File: src/rtl/pwm_comparador_multicanal_if.sv
// Load bus for pwm_comparador_multicanal: requested period/thresholds
// and load strobe from the register side, load acknowledge back.
// Ports (signals):
//   periodo   - requested period (terminal count)
//   umbrales  - requested thresholds, channel i at [i*WIDTH +: WIDTH]
//   cargar    - load request, samples periodo/umbrales into shadow
//   carga_ack - one-cycle pulse when the shadow values became active
interface pwm_comparador_multicanal_if #(
    parameter int WIDTH    = 12,
    parameter int CHANNELS = 2
);
    logic [WIDTH-1:0]          periodo;
    logic [CHANNELS*WIDTH-1:0] umbrales;
    logic                      cargar;
    logic                      carga_ack;

    modport master (
        output periodo,
        output umbrales,
        output cargar,
        input  carga_ack
    );

    modport slave (
        input  periodo,
        input  umbrales,
        input  cargar,
        output carga_ack
    );
endinterface

File: src/rtl/pwm_comparador_multicanal.sv
// Multi-channel compare/PWM unit with own period counter and shadowed
// period/threshold registers that take effect at a period boundary.
// Ports:
//   clock, reset_n - clock, asynchronous active-low reset
//   enable         - counter run enable
//   carga          - load bus (periodo, umbrales, cargar, carga_ack)
//   contador       - current counter value
//   salida_pwm     - per-channel PWM level (C < T_i), registered
//   coincidencia   - per-channel match pulse (C == T_i), registered
//   fin_periodo    - period-boundary pulse, registered
// Build option: PWM_UPDOWN_EN selects center-aligned up/down counting.
module pwm_comparador_multicanal #(
    parameter int WIDTH    = 12,
    parameter int CHANNELS = 2
) (
    input  logic                      clock,
    input  logic                      reset_n,
    input  logic                      enable,
    pwm_comparador_multicanal_if.slave carga,
    output logic [WIDTH-1:0]          contador,
    output logic [CHANNELS-1:0]       salida_pwm,
    output logic [CHANNELS-1:0]       coincidencia,
    output logic                      fin_periodo
);

    logic [WIDTH-1:0]          sombra_periodo;
    logic [WIDTH-1:0]          periodo_act;
    logic [CHANNELS*WIDTH-1:0] sombra_umbrales;
    logic [CHANNELS*WIDTH-1:0] umbrales_act;
    logic                      pendiente;
    logic                      frontera;
    logic                      transferir;
    logic [WIDTH-1:0]          cuenta_sig;
    logic [CHANNELS-1:0]       pwm_sig;
    logic [CHANNELS-1:0]       coin_sig;

`ifdef PWM_UPDOWN_EN
    // Direction is parked at "down" while stopped so the first 0 after
    // enable counts as a boundary.
    logic bajando;
    logic bajando_sig;

    always_comb begin
        frontera    = (periodo_act == '0) || (bajando && contador == '0);
        cuenta_sig  = '0;
        bajando_sig = 1'b1;
        if (enable && periodo_act != '0) begin
            if (bajando) begin
                if (contador == '0) begin
                    cuenta_sig  = WIDTH'(1);
                    bajando_sig = 1'b0;
                end else begin
                    cuenta_sig  = contador - WIDTH'(1);
                    bajando_sig = 1'b1;
                end
            end else if (contador >= periodo_act) begin
                cuenta_sig  = periodo_act - WIDTH'(1);
                bajando_sig = 1'b1;
            end else begin
                cuenta_sig  = contador + WIDTH'(1);
                bajando_sig = 1'b0;
            end
        end
    end

    always_ff @(posedge clock or negedge reset_n) begin
        if (!reset_n) begin
            bajando <= 1'b1;
        end else begin
            bajando <= bajando_sig;
        end
    end
`else
    always_comb begin
        frontera   = (contador == periodo_act);
        cuenta_sig = '0;
        if (enable && !frontera) begin
            cuenta_sig = contador + WIDTH'(1);
        end
    end
`endif

    // Only a load pending before this edge may transfer; a cargar at the
    // same edge stays in the shadow for the next boundary.
    assign transferir = pendiente && (!enable || frontera);

    always_comb begin
        pwm_sig  = '0;
        coin_sig = '0;
        for (int i = 0; i < CHANNELS; i++) begin
            pwm_sig[i]  = contador <  umbrales_act[i*WIDTH +: WIDTH];
            coin_sig[i] = contador == umbrales_act[i*WIDTH +: WIDTH];
        end
    end

    always_ff @(posedge clock or negedge reset_n) begin
        if (!reset_n) begin
            sombra_periodo  <= '0;
            sombra_umbrales <= '0;
            periodo_act     <= '0;
            umbrales_act    <= '0;
            pendiente       <= 1'b0;
            carga.carga_ack <= 1'b0;
            contador        <= '0;
            salida_pwm      <= '0;
            coincidencia    <= '0;
            fin_periodo     <= 1'b0;
        end else begin
            if (carga.cargar) begin
                sombra_periodo  <= carga.periodo;
                sombra_umbrales <= carga.umbrales;
            end
            pendiente <= carga.cargar | (pendiente & ~transferir);
            if (transferir) begin
                periodo_act  <= sombra_periodo;
                umbrales_act <= sombra_umbrales;
            end
            carga.carga_ack <= transferir;
            contador        <= cuenta_sig;
            salida_pwm      <= enable ? pwm_sig  : '0;
            coincidencia    <= enable ? coin_sig : '0;
            fin_periodo     <= enable & frontera;
        end
    end

endmodule

File: src/flat_wrapper.sv
// flat-port wrapper written by rule: the top's interface ports become plain ports
module pwm_comparador_multicanal_flat 
#(
    parameter int WIDTH    = 12,
    parameter int CHANNELS = 2
)
  (clock, reset_n, enable, contador, salida_pwm, coincidencia, fin_periodo, carga_periodo, carga_umbrales, carga_cargar, carga_carga_ack);
  pwm_comparador_multicanal_if #(.WIDTH(WIDTH), .CHANNELS(CHANNELS)) carga_i ();
  input  logic clock;
  input  logic reset_n;
  input  logic enable;
  output logic [WIDTH-1:0] contador;
  output logic [CHANNELS-1:0] salida_pwm;
  output logic [CHANNELS-1:0] coincidencia;
  output logic fin_periodo;
  input wire logic [$bits(carga_i.periodo)-1:0] carga_periodo;
  input wire logic [$bits(carga_i.umbrales)-1:0] carga_umbrales;
  input wire logic [$bits(carga_i.cargar)-1:0] carga_cargar;
  output wire logic [$bits(carga_i.carga_ack)-1:0] carga_carga_ack;
  assign carga_i.periodo = carga_periodo;
  assign carga_i.umbrales = carga_umbrales;
  assign carga_i.cargar = carga_cargar;
  assign carga_carga_ack = carga_i.carga_ack;
  pwm_comparador_multicanal #(.WIDTH(WIDTH), .CHANNELS(CHANNELS)) u_core (.clock(clock), .reset_n(reset_n), .enable(enable), .carga(carga_i), .contador(contador), .salida_pwm(salida_pwm), .coincidencia(coincidencia), .fin_periodo(fin_periodo));
endmodule
File: config.mk
export PLATFORM = sky130hd
export DESIGN_NAME = pwm_comparador_multicanal_flat
export DESIGN_NICKNAME = d
export VERILOG_FILES = /design/src/rtl/pwm_comparador_multicanal_if.sv /design/src/rtl/pwm_comparador_multicanal.sv /design/src/flat_wrapper.sv
export SDC_FILE = /design/constraint.sdc
export NUM_CORES = 1
export LEC_CHECK = 0
export CORE_UTILIZATION = 45
export CTS_CLUSTER_DIAMETER = 150
export DETAILED_ROUTE_END_ITERATION = 8
export GPL_ROUTABILITY_DRIVEN = 0
export GPL_TIMING_DRIVEN = 0
export PLACE_DENSITY = 0.67
export SETUP_SLACK_MARGIN = 0.05
export SLEW_MARGIN = 5
export SYNTH_ARGS = -nofsm -noshare
export SYNTH_HDL_FRONTEND = slang
export SYNTH_SLANG_ARGS = --single-unit
File: constraint.sdc
create_clock -name clock -period 2 [get_ports clock]
set_clock_uncertainty 0.05 [all_clocks]
set_input_delay 0.2 -clock clock [delete_from_list [all_inputs] [get_ports clock]]
set_output_delay 0.2 -clock clock [all_outputs]
set_load 0.02 [all_outputs]
==> impl_results.md <==
- Netlist area before placement: ~0.0051 sq mm
- Most common cell after layout, fill and taps aside: sky130_fd_sc_hd__dfrtp_1
- Instance count of the mapped netlist: 503
- Maximum operating frequency: 0.513 GHz
- Via count of the first global-routing pass: 4709
- Clock transition time at the flip-flop clock pins of the worst setup and hold paths: 0.07 ns
- Critical path fanouts, max: 8
- Crit path cell chain: xnor2_2 -> nand4_1 -> clkbuf_8 -> buf_8 -> buf_4 -> a222oi_1 -> o311ai_2
- Clk network pwr share: 0.379
- Remaining design rule violation count: 0
- Ys async rst share: 1.00
- Area Overhead vs Synth: 30.3%
- Total congestion overflow: 0
- Worst Max-Slew Pin Slew: ~0.65 ns
- Share of synthesized area occupied by flip-flops and latches: 0.445
- Worst slew margin relative to its limit: 0.566
- Dominant synthesized flop cell: sky130_fd_sc_hd__dfrtp_1
- Count of yosys warnings during synthesis: 0
- Vertical extent of the die: 109 microns
- Largest net degree at the start of global routing: 52
- Initial antenna violation count: 0
- Worst-case clock buffer depth: 2
- Average wire per standard cell: 20.7 microns
- Cell with the largest stage delay on the worst path: sky130_fd_sc_hd__dfrtp_2
- Clock network latency to the later pin of the worst-skew pair: 0.35 ns
- Critical path class: reg -> reg
- Aggregate routed wire length: 15.4 mm
- Final hold slack: 0.347 ns
- Static Leak: 0.00290 uW
- Starting DRC count in detailed routing: 581
- Number of diodes: 0
- Root buffer cell: sky130_fd_sc_hd__clkbuf_16
- Critical Path Sink Type: register
- Number of nets produced by synthesis: 568
- Power density over cell area: ~740 mW/mm^2
- Class of the worst hold path: in -> async
- Buffers & Inverters on Critical Path: 3
- Net total in the final layout: 662
- #FFs+latches synth: 91
- Result of the run: completed
- Net Sw Frac: 0.271
- Port buffer count: 56
- Count of boundary I/O pins: 58
- Relative contribution of combinational cells to total power: 0.177
- Final Power: 4910 uW
- Worst IR Drop VDD: 0.375 mV
- Number of vias per cell after detailed routing: around 6.3
- Fraction of layout cells with a size suffix above 1: 0.234
- Smallest setup slack after layout: 0.0504 ns
- Register-to-Register Setup Slack: 0.05 ns
- Cell taking the most area after synthesis: sky130_fd_sc_hd__dfrtp_1
- Initial Util: 0.468
- Most used cells in the layout excluding fill and tap cells: sky130_fd_sc_hd__dfrtp_1, sky130_fd_sc_hd__clkdlybuf4s50_1, sky130_fd_sc_hd__nand2_1
- Final period utilization: 0.975
- Shortest clock period the worst path allows after layout: 1.95 ns
- Max-capacitance violation count: 0
- Post-synth EDFFs: 0
- P_int: 3580 uW
- H-tree lvl count: 3
- Pins over their slew limit: 0
- Number of buffers created by CTS: 9
- Family of cells with the greatest summed delay on the critical path: compound AO/OA/AOI/OAI gates
- Total via count after detailed routing: 4711
- Clk sinks: roughly 90
- Finished Core Util: 0.609
- Synth top area cells: sky130_fd_sc_hd__dfrtp_1, sky130_fd_sc_hd__mux2_2, sky130_fd_sc_hd__a222oi_1, sky130_fd_sc_hd__ha_1, sky130_fd_sc_hd__or4_1
- Num rows: 38
- Netlist cell types: 30
- DIE AREA: between 0.01 and 0.015 sq mm
- Die X: about 110 microns
- Startpoint type of the worst setup path: register
- Power share of the sequential group: 0.444
- Largest stage delay, worst path: 0.45 ns
- CTS tree: yes
- Total core area: 0.0109 sq mm
- Gr usage total: 0.277
- Final setup violation count: 0
- Number of routed nets with antenna violations: 0
- Critical path data arrival time: between 2 and 2.5 ns
- Reported net switching power: 1330 uW
- Fraction of post-synthesis cell area in the top cell type by area: 0.445
- First drt pass iteration count: 7
- Avg Inst Size Synth: 10.2 sq um
- Number of hold-slack violations in the final timing report: 0
- Worst endpoint required time: 2.16 ns
- Total cell area at the placement stage: 0.00587 sq mm
- Setup repair after global routing missed its margin: yes
- Worst-case setup slack after placement: -0.450 ns
- First-pass GRT wire length: roughly 25 mm
- Detailed placement HPWL: 9.95 mm
- Total non-filler cell area in the finished layout: 0.00667 sq mm
[power groups by stage]
stage | sequential, uW | clock (uW) | combinational [uW]
4_1_cts | 2170 | 1880 | 815
6_report | 2180 | 1860 | 870
3_5_place_dp | 2210 | 0 | 778
3_3_place_gp | 2190 | 0 | 736
5_1_grt | 2200 | 1950 | 956
2_1_floorplan | 2160 | 0 | 505
[worst reg2reg max path, delay by kind of cell, from the launching register on]
family,cells,cell delay (ns)
flops,1,0.45
xor+xnor,1,0.14
buf+inv,3,0.48
compound gates,2,0.52
simple gates,1,0.16
[repair_timing]
action,CTS,global route
hold buffers,1,0
cloned,0,1
setup buffers,20,5
endpoints found under the setup margin,51,51
gates resized for setup,40,71
endpoints found under the hold margin,40,0
pin swaps,8,15
[layer usage]
| metal | vias up | share of wire | global-route usage |
|---|---|---|---|
| met4 | 0 | 0.030 | 0.147 |
| li1 | 2103 | - | - |
| met1 | 2304 | 0.42 | 0.373 |
| met3 | 38 | 0.092 | 0.0530 |
| met5 | - | 0 | 0 |
| met2 | 266 | 0.46 | 0.424 |
[logic make-up (layout without fill, tap and decap cells)]
| family | count (synthesis) | count (layout) | share of synthesized area |
|---|---|---|---|
| AO/OA/AOI/OAI | 92 | 92 | 0.149 |
| adder cells (fa/ha/maj) | 25 | 25 | 0.0612 |
| multiplexers | 36 | 36 | 0.0793 |
| AND/OR/NAND/NOR | 168 | 168 | 0.175 |
| flip-flops | 91 | 91 | 0.445 |
| buffers and inverters | 69 | 168 | 0.0524 |
| XOR/XNOR | 22 | 22 | 0.0377 |
[final cells by class]
type / instances / area [sq um]
inverter: 26 / 97.6
sequential: 91 / 2290
clock inverter: 6 / 88.8
timing repair buffer: 84 / 812
clock buffer: 10 / 239
buffer: 42 / 262
multi-input combinational: 343 / 2700
tap: 140 / 175
fill: 902 / 4270
[sequential cells by signal (all words and copies together) (netlist names), 2 cells and up]
register                flops
u_core.sombra_umbrales     24
u_core.umbrales_act        24
u_core.contador            12
u_core.periodo_act         12
u_core.sombra_periodo      12
u_core.coincidencia         2
u_core.salida_pwm           2
[stage by stage]
stage               cells  setup TNS, ns
finish                742              0
global route          742              0
floorplan             503              0
CTS                   737              0
detailed placement    700         -16.55
global placement      699        -262.47
[Yosys cell counts (all sizes together) (2+ instances only)]
| cell type | n |
|---|---|
| o21ai | 16 |
| a21oi | 6 |
| nand3 | 18 |
| and4 | 2 |
| nor2b | 4 |
| a21o | 4 |
| or4 | 36 |
| dfrtp | 91 |
| nand2 | 38 |
| xnor2 | 13 |
| ha | 25 |
| inv | 26 |
| o2111a | 2 |
| and2 | 16 |
| a211o | 2 |
| nor4 | 3 |
| o211ai | 2 |
| o311ai | 22 |
| a222oi | 36 |
| mux2 | 36 |
| xor2 | 9 |
| nand4 | 12 |
| clkbuf | 38 |
| nor2 | 38 |
| buf | 5 |
[worst paths after layout]
path / from / end / depth (start not counted)
hold reg to reg: u_core.umbrales_act[17]$_DFFE_PN0P_ / u_core.umbrales_act[17]$_DFFE_PN0P_ / 2
hold / removal: reset_n / u_core.contador[9]$_DFF_PN0_ / 2
setup / recovery: u_core.contador[4]$_DFF_PN0_ / u_core.umbrales_act[3]$_DFFE_PN0P_ / 7
min in group clock: carga_umbrales[5] / u_core.sombra_umbrales[5]$_DFFE_PN0P_ / 2
setup reg to reg: u_core.contador[4]$_DFF_PN0_ / u_core.umbrales_act[3]$_DFFE_PN0P_ / 7
max in group asynchronous: reset_n / u_core.umbrales_act[10]$_DFFE_PN0P_ / 3
Power figures use the tool's default switching activity.
